File: src/rtl/dt_ridge_pkg.sv
// Shared encodings and geometry for the distance-map ridge scanner.
package dt_ridge_pkg;

  typedef enum logic [2:0] {
    IDLE,
    PIX,
    NBR,
    WRITE,
    FINISH
  } state_t;

  localparam int unsigned IMG_W   = 128;
  localparam int unsigned IMG_PIX = 16384;
  localparam int unsigned WORDS   = 1024;

  // N, W, E, S as 14-bit two's-complement offsets
  localparam logic [13:0] NBR_OFS [4] = '{14'h3F80, 14'h3FFF, 14'h0001, 14'h0080};

  function automatic logic [13:0] nbr_ofs(input logic [1:0] nb);
    return NBR_OFS[nb];
  endfunction

  function automatic logic is_interior(input logic [13:0] p);
    logic [6:0] r;
    logic [6:0] c;
    r = p[13:7];
    c = p[6:0];
    return (r != '0) && (r != 7'(IMG_W - 1)) && (c != '0) && (c != 7'(IMG_W - 1));
  endfunction

endpackage

File: src/rtl/dt_ridge.sv
// Raster scan of the distance map marking ridge pixels into the packed skeleton RAM,
// with running maximum distance and ridge-pixel count.
module dt_ridge
  import dt_ridge_pkg::*;
(
  input  logic        clk,
  input  logic        reset,
  input  logic        start,
  output logic        done,
  output logic        map_rd,
  output logic [13:0] map_addr,
  input  logic [7:0]  map_di,
  output logic        skl_wr,
  output logic [9:0]  skl_addr,
  output logic [15:0] skl_do,
  output logic [7:0]  max_dist,
  output logic [13:0] ridge_cnt
);

  state_t      state, state_nx;
  logic [13:0] p;
  logic [1:0]  nb;
  logic [7:0]  center;
  logic        ok;
  logic [14:0] word_acc;

  logic interior, nz, ok_nx, word_end;
  logic pix_done, pix_bit, scan_go;

  assign interior = is_interior(p);
  assign nz       = (map_di != '0);
  assign ok_nx    = ok & (center >= map_di);
  assign word_end = (p[3:0] == 4'hF);

  assign done   = (state == FINISH);
  assign skl_wr = (state == WRITE);
  assign map_rd = (state == NBR) || ((state == PIX) && interior);

  always_ff @(posedge clk or negedge reset) begin
    if (!reset) state <= IDLE;
    else        state <= state_nx;
  end

  always_comb begin
    state_nx = state;
    pix_done = 1'b0;
    pix_bit  = 1'b0;
    scan_go  = 1'b0;
    case (state)
      IDLE, FINISH: begin
        if (start) begin
          state_nx = PIX;
          scan_go  = 1'b1;
        end
      end
      PIX: begin
        if (interior && nz) begin
          state_nx = NBR;
        end else begin
          pix_done = 1'b1;
          state_nx = word_end ? WRITE : PIX;
        end
      end
      NBR: begin
        if (nb == 2'd3) begin
          pix_done = 1'b1;
          pix_bit  = ok_nx;
          state_nx = word_end ? WRITE : PIX;
        end
      end
      WRITE:   state_nx = (skl_addr == 10'(WORDS - 1)) ? FINISH : PIX;
      default: state_nx = IDLE;
    endcase
  end

  // map_addr is loaded one cycle ahead so it is stable for the whole read cycle
  always_ff @(posedge clk or negedge reset) begin
    if (!reset) begin
      p         <= '0;
      nb        <= '0;
      center    <= '0;
      ok        <= 1'b0;
      word_acc  <= '0;
      map_addr  <= '0;
      skl_addr  <= '0;
      skl_do    <= '0;
      max_dist  <= '0;
      ridge_cnt <= '0;
    end else begin
      if (scan_go) begin
        p         <= '0;
        nb        <= '0;
        ok        <= 1'b0;
        word_acc  <= '0;
        map_addr  <= '0;
        max_dist  <= '0;
        ridge_cnt <= '0;
      end
      if ((state == PIX) && interior && nz) begin
        center   <= map_di;
        ok       <= 1'b1;
        nb       <= '0;
        map_addr <= p + nbr_ofs(2'd0);
        if (map_di > max_dist) max_dist <= map_di;
      end
      if (state == NBR) begin
        ok <= ok_nx;
        nb <= nb + 2'd1;
        if (nb != 2'd3) map_addr <= p + nbr_ofs(nb + 2'd1);
      end
      if (pix_done) begin
        word_acc  <= {word_acc[13:0], pix_bit};
        p         <= p + 14'd1;
        map_addr  <= p + 14'd1;
        ridge_cnt <= ridge_cnt + 14'(pix_bit);
        if (word_end) begin
          skl_do   <= {word_acc, pix_bit};
          skl_addr <= p[13:4];
        end
      end
    end
  end

endmodule

File: config.mk
export PLATFORM = sky130hd
export DESIGN_NAME = dt_ridge
export DESIGN_NICKNAME = d
export VERILOG_FILES = /design/src/rtl/dt_ridge_pkg.sv /design/src/rtl/dt_ridge.sv
export SDC_FILE = /design/constraint.sdc
export NUM_CORES = 1
export LEC_CHECK = 0
export ABC_CLOCK_PERIOD_IN_PS = 4550
export CORE_MARGIN = 2
export CORE_UTILIZATION = 39
export DETAILED_ROUTE_END_ITERATION = 12
export GPL_TIMING_DRIVEN = 0
export SYNTH_ARGS = -nofsm -noshare
export SYNTH_HDL_FRONTEND = slang
export SYNTH_SLANG_ARGS = --single-unit
File: constraint.sdc
create_clock -name clk -period 4.55 [get_ports clk]
set_clock_uncertainty 0.15 [all_clocks]
set_input_delay 0.91 -clock clk [delete_from_list [all_inputs] [get_ports clk]]
set_output_delay 0.91 -clock clk [all_outputs]
set_load 0.005 [all_outputs]
### Word level (Yosys, flattened, before mapping)

Index checks and enable logic that the tools add are counted.

* magnitude comparators: 3
* add/sub/neg operators: 5
* eq/ne operators: 12
* muxes and demuxes: 35
* bitwise gates (word level): 2
* reduce and logical (&&, ||, !) cells: 16

Operators with widths (count)
* two-way mux 14 bit: 10
* two-way mux 15 bit: 2
* binary-select mux 14 bit (select 2 bit): 1
* two-way mux 8 bit: 3
* adder 14 x 1 -> 14 bit: 1
* adder 14 x 1 -> 14 bit (second input constant): 1
* adder 14 bit: 1
* adder 14 bit (second input constant): 1
* inequality test 7 bit (second input constant): 2
* nonzero test 7 bit: 2
* case mux 3 bit (4 select lines): 1
* == test 10 bit (second input constant): 1
* two-way mux 2 bit: 5
* two-way mux 1 bit: 9
* two-way mux 3 bit: 3
* greater-or-equal comparator 8 bit: 1
* > comparator 8 bit: 1
* nonzero test 8 bit: 1
* == test 3 x 2 -> 1 bit (second input constant): 2
* logical AND 1 bit: 6
* == test 4 bit (second input constant): 1
* inequality test 2 bit (second input constant): 2
* AND reduction 2 bit: 2
* == test 3 x 1 -> 1 bit (second input constant): 1
* other kinds (13): 13

* logic and storage cells: 84
* register bits: 105
* input port bits: 11
* output and inout port bits: 65

### Logic depth before layout (Yosys ltp)

Gate-level depths: netlist of the first run.

* depth after elaboration: 10
* mapped depth: 15
* mapped depth without buffers: 15

### Least setup slack after synthesis of the first run

OpenSTA, ideal clock, no wires.

* path type: input to register
* start point: input map_di[4]
* end point: register ridge_cnt[5]
* arrival time: 3.045 ns
* setup slack: 1.275 ns
* required time: 4.321 ns
* library setup time: 0.079 ns
* stages on the path: 12
* path buffers: 0
* path through: inv_1 ha_1 a21o_1 a2111oi_0 o21ai_0 nand3_1 inv_1 ha_1 and3_1 and3_1 mux2_2 mux2i_1

* longest elaborated chain between the ends: 6
* elaborated cells between the ends (all ways): 11
* classes of those cells: add/sub: 1; order compare: 1; mux: 5; bitwise: 1; reduce/logical: 3

Ends and longest elaborated chain
* start, declared: line dt_ridge.sv:12 `input logic [7:0] map_di,`
* greater-or-equal comparator 8 bit: line dt_ridge.sv:32 `assign ok_nx = ok & (center >= map_di);`
* AND 1 bit: line dt_ridge.sv:32
* two-way mux 1 bit: line dt_ridge.sv:65 `if (nb == 2'd3) begin`
* two-way mux 1 bit: line dt_ridge.sv:49 `case (state)`
* named net pix_bit: line dt_ridge.sv:28 `logic pix_done, pix_bit, scan_go;`
* adder 14 x 1 -> 14 bit: line dt_ridge.sv:115 `ridge_cnt <= ridge_cnt + 14'(pix_bit);`
* two-way mux 14 bit: line dt_ridge.sv:111 `if (pix_done) begin`
* end signal, assigned: line dt_ridge.sv:115
* end, declared: line dt_ridge.sv:17 `output logic [13:0] ridge_cnt`

The timed path passes the listed nets, and every way through them passes these cells.
A chain may end at the register's enable or synchronous reset.

### Worst setup path after layout of the first run

* start point: register p[7]
* end point: output map_rd

* longest elaborated chain between the ends: 6
* elaborated cells between the ends (all ways): 7
* classes of those cells: eq/ne: 1; reduce/logical: 6

Ends and longest elaborated chain
* start, declared: line dt_ridge.sv:21 `logic [13:0] p;`
* start signal, assigned: line dt_ridge.sv:113 `p <= p + 14'd1;`
* inequality test 7 bit or nonzero test 7 bit (tied branches): line dt_ridge_pkg.sv:28 `return (r != '0) && (r != 7'(IMG_W - 1)) && (c != '0) && (c != 7'(IMG_W - 1));`
* logical AND 1 bit (*) (3 in a row): line dt_ridge_pkg.sv:28
* logical AND 1 bit (*): line dt_ridge.sv:37 `assign map_rd = (state == NBR) || ((state == PIX) && interior);`
* logical OR 1 bit (*): line dt_ridge.sv:37
* end, declared: line dt_ridge.sv:10 `output logic map_rd,`

Every way passes the cells marked *; elsewhere a longest branch is shown, timed or not.

==> results of run 1 <==
-- Yosys cell counts (all sizes together), types with 3 or more instances --
cell and number:
xnor2 14, nand2b 4, o21ai 40, mux2 30, a311oi 4, or3 4
a31oi 6, or2 3, dfrtp 105, inv 39, clkbuf 12, mux2i 24
a22o 7, nand4 10, nor2 28, nand3 36, nor4 6, and2 5
nor2b 5, o22ai 4, a221oi 3, and3 9, o2111ai 3, a21oi 20
nor3 22, o211ai 6, o31a 3, a21o 13, ha 39, nand2 96
xor2 9, buf 23
-- state kept, by name (all words and copies together), names as in the netlist --
register	flops
center	8
map_addr	14
max_dist	8
nb	2
ok	1
p	14
ridge_cnt	14
skl_addr	10
skl_do	16
state	3
word_acc	15
-- worst register-to-register path, stage by stage, from the launching register on --
cell and delay [ps]:
dfrtp_1 540, inv_1 160, ha_1 250, or3b_4 270, nor4_4 60, nor4_4 570
nand2_2 330, clkbuf_1 420, a311oi_1 390, o22ai_1 110
-- worst min path at each step --
stage	from	end	slack [ps]	cells past startpoint
2_1_floorplan	word_acc[9]	word_acc[10]	300	2
3_5_place_dp	word_acc[8]	word_acc[9]	320	2
5_1_grt	center[3]	center[3]	370	2
6_report	word_acc[8]	word_acc[9]	340	2
3_3_place_gp	center[2]	center[2]	320	2
4_1_cts	word_acc[8]	word_acc[9]	340	2
-- cells in the final DEF (no fill, tap or decap), types with 9 or more instances in the layout --
cell type,netlist,final
a21o_1,13,13
a21oi_1,20,20
and3_1,9,9
buf_2,13,13
clkbuf_1,12,12
clkbuf_16,0,9
clkdlybuf4s50_1,0,74
dfrtp_1,105,105
ha_1,39,39
inv_1,39,39
mux2_1,16,16
mux2_2,13,13
mux2i_1,24,24
nand2_1,95,95
nand3_1,35,35
nand4_1,10,10
nor2_1,26,26
nor3_1,21,21
o21ai_0,38,38
xnor2_1,14,14
xor2_1,9,9
-- per-layer routing --
layer  up-vias  GRT usage
li1       2530          -
met1      2675      0.282
met2       191      0.364
met3        36     0.0370
met4         0     0.0839
met5         -          0
-- cells by family (layout without fill, tap and decap cells) --
logic type	count (synthesis)	after routing	share of synthesized area
and+or+nand+nor	235	235	0.184
AOI/OAI and AO/OA	129	129	0.140
muxes	54	54	0.0923
DFF	105	105	0.417
xor gates and xnor gates	23	23	0.0320
buffers and inverters	74	166	0.0538
adders and majority gates	40	40	0.0806
-- through the flow --
step           total power [uW]  cell area (sq um)
2_1_floorplan              2990               6300
5_1_grt                    5040               7660
3_5_place_dp               3870               7350
4_1_cts                    4700               7660
6_report                   4690               7660
3_3_place_gp               3820               7320
-- layout make-up --
type,instances,area share
multi-input cells,481,0.436
flip-flops and latches,105,0.343
plain buffers,35,0.0252
well taps,216,0.0353
inverters,39,0.0191
repair buffers,76,0.101
clock buffers,9,0.0294
clock inverters,7,0.0111
-- power breakdown --
group          internal, uW  switching (uW)
clock network           393             415
logic                  1080            1560
registers              1100             144
==> impl_results.md, run 1 <==
* Status: completed
* Placed cell count at 952
* DR iter-0 viols at 424
* IO buf count at 75
* First-pass GRT wire length at approximately 30000 microns
* Final ANT Viol Nets at 0
* Area grow syn2layout at 21.5%
* Crit. End Element: output pin
* Pre-antenna DRT Iters at 5
* Synth cell types at between 60 and 70
* Initial antenna violation count at 0
* Final setup viols at 0
* Initial core utilization at 0.398
* Slowest cell delay on critical path at ~570 ps
* CP Cell Sequence: inv_1 -> ha_1 -> or3b_4 -> nor4_4 -> nor4_4 -> nand2_1 -> nand2_1 -> clkdlybuf4s50_1
* Multi-input logic area at ~3300 sq um
* Max cap viols at 0
* Post-synth top area cell: dfrtp_1
* Worst-Margin Slew at between 700 and 800 ps
* Core area at between 15000 and 20000 sq um
* Reg-to-reg slack, setup at ~1200 ps
* Die ar. at ~17000 sq um
* Met2 wire len at a little under 9000 microns
* Worst Hold Class: reg -> reg
* Fin crit period at between 4000 and 5000 ps
* Crit path to: map_rd
* Pre-CTS setup slack at about 230 ps
* Final Max Tran Viols at 0
* Critical Path RT at 3490 ps
* Setup WS post-layout at 524 ps
* Post-route DRC at 0
* Worst Path Buf+Inv at 2
* Utilization after layout at 0.484
* Worst R2R End: map_addr[2]
* GPL Wtd Cong at 0.905
* Main flop type after synthesis: dfrtp_1
* CTS clock-pin slew for the worst setup and hold paths at approximately 80 ps
* Syn Nets at a little over 700
* Vias in the first global route at roughly 5500
* Synth Area per Inst at 9.55 sq um
* CP top delay family: simple AND/OR/NAND/NOR gates
* Hold Slack at approximately 340 ps
* Syn Inst Count at 660
* Register area share after synthesis at 0.417
* Cell Area, Synth at between 6000 and 7000 sq um
* Max Used Layer: met4
* Sequential cell area at around 2600 sq um
* Crit-path slowest cell: nor4_4
* Post-synth ARST share at 1.00
* Overall routed net length at around 18000 microns
* RSZ-0062 raised after global routing: no
* Clock Path Buffers at 2
* Hold Buf Count CTS at 0
* Die height at approximately 130 microns
* Fin cells at just under 1000
* Ys Warns at 0
* IO Count at 76
* Clk_lat worst skew at about 360 ps
* Number of synthesized flops with an enable pin at 0
* Largest net degree at the start of global routing at 67
* Critical Path Stages at 8
* Routed vias/inst at ~5.6
* P_leak at 0.00354 uW
* Max IR drop VDD at 0.247 mV
* Final TNS setup at 0 ps
* Cts bufs inserted at 9
* Crit path arrival time at between 2000 and 3000 ps
* CTS Sinks at approximately 110
* Hold violation total from the final report at 0
* CTS resizes at 0
* Chip width at 131 microns
* Max FO, Critical Path at 9
* R2R depth at 9
* Share of post-route cells with drive strength above 1 at 0.0944
* Share of the synthesized area in the top cell type at 0.417
* Reg2Reg Launch Point: p[7]
* Crit path from: p[7]
* HPWL Detailed at 13200 microns
* Slew HR at 0.500
* FF+latch count, synth at roughly 110
* Worst Setup Start Kind: flip-flop
* Via count at roughly 5400
* FILL cells at between 1000 and 1500
* Power density over cell area at about 610 nW/um^2
* Final Cycle Share at 0.885
* CTS Root Cell: clkbuf_16
* Leading cell types by total area after synthesis: dfrtp_1 (42%), ha_1 (7.7%), nand2_1 (5.7%)
* # Post-CTS Setup Buffers at 0
* Crit path kind: reg -> out
* # diodes at 0
* Met1 wire length at just under 8000 microns
* Fin nets at ~800
* CTS tree: done
* Routed WL per cell at about 19 microns
* Row cnt at 46
* Max Fclk at 248 MHz
* Met3 Routed Length at a little over 900 microns
* Tot GR Track Use at 0.218
* Global route overflow at 0
* H-tree levels at 3
Note: power is estimated with default switching activity, not from simulation.
==> inputs of run 2 (changes only) <==
CORE_ASPECT_RATIO = 0.6   (was default)
==> run 2 against run 1 <==
Compared with the run above: register-to-register slack worse by 110 ps; combinational power is essentially flat; cell area fell by 0.21%; sequential share of layout area increased by 0.073 points; global-route usage is 1.1 points higher; sequential cell count is the same; utilization increased by 0.63 points; wire length is 3.8% higher; highest routed layer unchanged.
==> impl_results.md, run 2 (synthesis results as in run 1) <==
* # diodes at 0 (unchanged)
* Worst Path Buf+Inv at 2 (unchanged)
* Initial core utilization at 0.404 (+0.00607)
* Pre-antenna DRT Iters at 5 (unchanged)
* Vias in the first global route at 5236 (-5.2%)
* Fin cells at 955 (-1.3%)
* Clock share of power at 0.174 (+0.002)
* Utilization after layout at 0.490 (+0.00633)
* Biggest regs: skl_do: 16 flops, word_acc: 15 flops
* Sequential power share at 0.264 (-0.002)
* HPWL Detailed at 14200 microns (+7.6%)
* Chip width at 168 microns (+28%)
* Max cap viols at 0 (unchanged)
* Placed cell count at 939 (-1.4%)
* RSZ-0062 raised after global routing: no
* Cts bufs inserted at 9 (unchanged)
* Die height at 102 microns (-22%)
* Via count at 5317 (-2.1%)
* Int Pwr at 2620 uW (+1.8%)
* Slew HR at 0.420 (-0.0799)
* CTS Root Cell: clkbuf_16
* Tot GR Track Use at 0.229 (+0.0111)
* Commonest non-fill, non-tap cell in the layout: dfrtp_1
* Largest Register: skl_do
* CP Cell Sequence: inv_1 -> ha_1 -> or3b_4 -> nor4_4 -> nor4_4 -> nand2_1 -> nand2_1 -> clkdlybuf4s50_1
* # Post-CTS Setup Buffers at 0 (unchanged)
* Global route overflow at 0 (unchanged)
* Worst Setup Start Kind: flip-flop
* CTS clock-pin slew for the worst setup and hold paths at 80 ps (about the same)
* Crit path arrival time at 3140 ps (+170 ps)
* Crit. End Element: output pin
* Hold violation total from the final report at 0 (unchanged)
* Initial antenna violation count at 0 (unchanged)
* Sequential cell area at 2630 sq um (unchanged)
* Max FO, Critical Path at 9 (unchanged)
* P_leak at 0.00354 uW (about the same)
* CTS resizes at 0 (unchanged)
* Die ar. at 17200 sq um (+0.19%)
* Hold Slack at 335 ps (-5.12 ps)
* IO Count at 76 (unchanged)
* Fin crit period at 4200 ps (+176 ps)
* Routed WL per cell at 19.8 microns (+5.2%)
* Most frequent cells in the layout: dfrtp_1 (105), nand2_1 (95), clkdlybuf4s50_1 (74)
* Cell area after layout at 7640 sq um (-0.21%)
* Share of post-route cells with drive strength above 1 at 0.0944 (unchanged)
* Power density over cell area at 621 nW/um^2 (+1.4%)
* Final setup viols at 0 (unchanged)
* GPL Wtd Cong at 0.951 (+5.1%)
* Core area at 15600 sq um (-1.5%)
* Worst-Margin Slew at 863 ps (+120 ps)
* Area grow syn2layout at 21.3%
* Slowest cell delay on critical path at 600 ps (+30 ps)
* Critical Path RT at 3490 ps (about the same)
* H-tree levels at 3 (unchanged)
* Max IR drop VDD at 0.271 mV (+9.7%)
* Crit-path slowest cell: nor4_4
* Max Fclk at 238 MHz (-4.2%)
* FILL cells at 1442 (-2.4%)
* Overall routed net length at 18900 microns (+3.8%)
* Final ANT Viol Nets at 0 (unchanged)
* Row cnt at 35 (-24%)
* CTS Sinks at 105 (unchanged)
* Area post-placement at 7330 sq um (-0.22%)
* Final TNS setup at 0 ps (unchanged)
* CP top delay family: simple AND/OR/NAND/NOR gates
* Worst Hold Class: reg -> reg
* Crit path kind: reg -> out
* Final Cycle Share at 0.923 (+0.0386)
* Clock Path Buffers at 2 (unchanged)
* Switching part of the total at 0.448 (-0.00332)
* Clk_lat worst skew at 350 ps (about the same)
* Net Switching at 2130 uW (+0.40%)
* Fin nets at 798 (unchanged)
* Largest net degree at the start of global routing at 61 (-9.0%)
* DR iter-0 viols at 546 (+29%)
* Hold Buf Count CTS at 0 (unchanged)
* IO buf count at 75 (unchanged)
* Post-route DRC at 0 (unchanged)
* Multi-input logic area at 3340 sq um (unchanged)
* First-pass GRT wire length at 30100 microns (+1.7%)
* Status: completed
* Routed vias/inst at 5.57 (-0.78%)
* CTS tree: done
* Comb pwr share at 0.562 (about the same)
* Final Max Tran Viols at 0 (unchanged)
* Max FFs per register at 16 (unchanged)
## run 2: worst paths after layout
kind | startpoint | end | slack [ps] | cells past startpoint
min reg2reg | skl_do[0] | skl_do[0] | 330 | 2
min | skl_do[0] | skl_do[0] | 330 | 2
max reg2reg | p[7] | max_dist[1] | 1080 | 8
min in group asynchronous | reset | ridge_cnt[13] | 440 | 1
max in group asynchronous | reset | state[1] | 3080 | 2
max | p[7] | map_rd | 350 | 8
## run 2: worst register-to-register path: cells and delay by family (launching register included)
kind                     cells  cell delay, ps
AO/OA/AOI/OAI                1             650
flip-flops                   1             550
multiplexers                 1             270
AND/OR/NAND/NOR              4            1240
adder cells (fa/ha/maj)      1             280
buffers and inverters        1             240
## run 2: per-stage QoR
stage / power (uW) / setup WS [ps]
final: 4750 / 348
after global placement: 3860 / -1760
after CTS: 4740 / 380
after detailed placement: 3890 / 37.1
after floorplan: 2990 / 1280
after global routing: 5080 / 127
## run 2: final cells by class
cell class | instances | area share
plain buffers | 35 | 0.0252
repair buffers | 76 | 0.102
multi-input cells | 481 | 0.436
inverters | 39 | 0.0192
clock inverters | 7 | 0.0111
flip-flops and latches | 105 | 0.344
well taps | 203 | 0.0332
clock buffers | 9 | 0.0295
## run 2: power by group through the flow
| stage | clock (uW) | combinational [uW] | sequential, uW |
|---|---|---|---|
| floorplan | 0 | 1760 | 1230 |
| global placement | 0 | 2590 | 1260 |
| detailed placement | 0 | 2620 | 1260 |
| CTS | 844 | 2640 | 1250 |
| global route | 882 | 2920 | 1270 |
| finish | 828 | 2670 | 1250 |
## run 2: metal layers
layer | share of wire | vias up | GRT usage
met5 | 0 | - | 0
met4 | 0.0040 | 0 | 0.0312
met3 | 0.098 | 8 | 0.0562
met2 | 0.40 | 177 | 0.324
met1 | 0.50 | 2607 | 0.357
li1 | - | 2525 | -
==> inputs of run 3 (changes only) <==
CAP_MARGIN = 15   (was default)
==> results of run 3 <==
The final DEF is identical to that of run 2; final timing and power are the same.
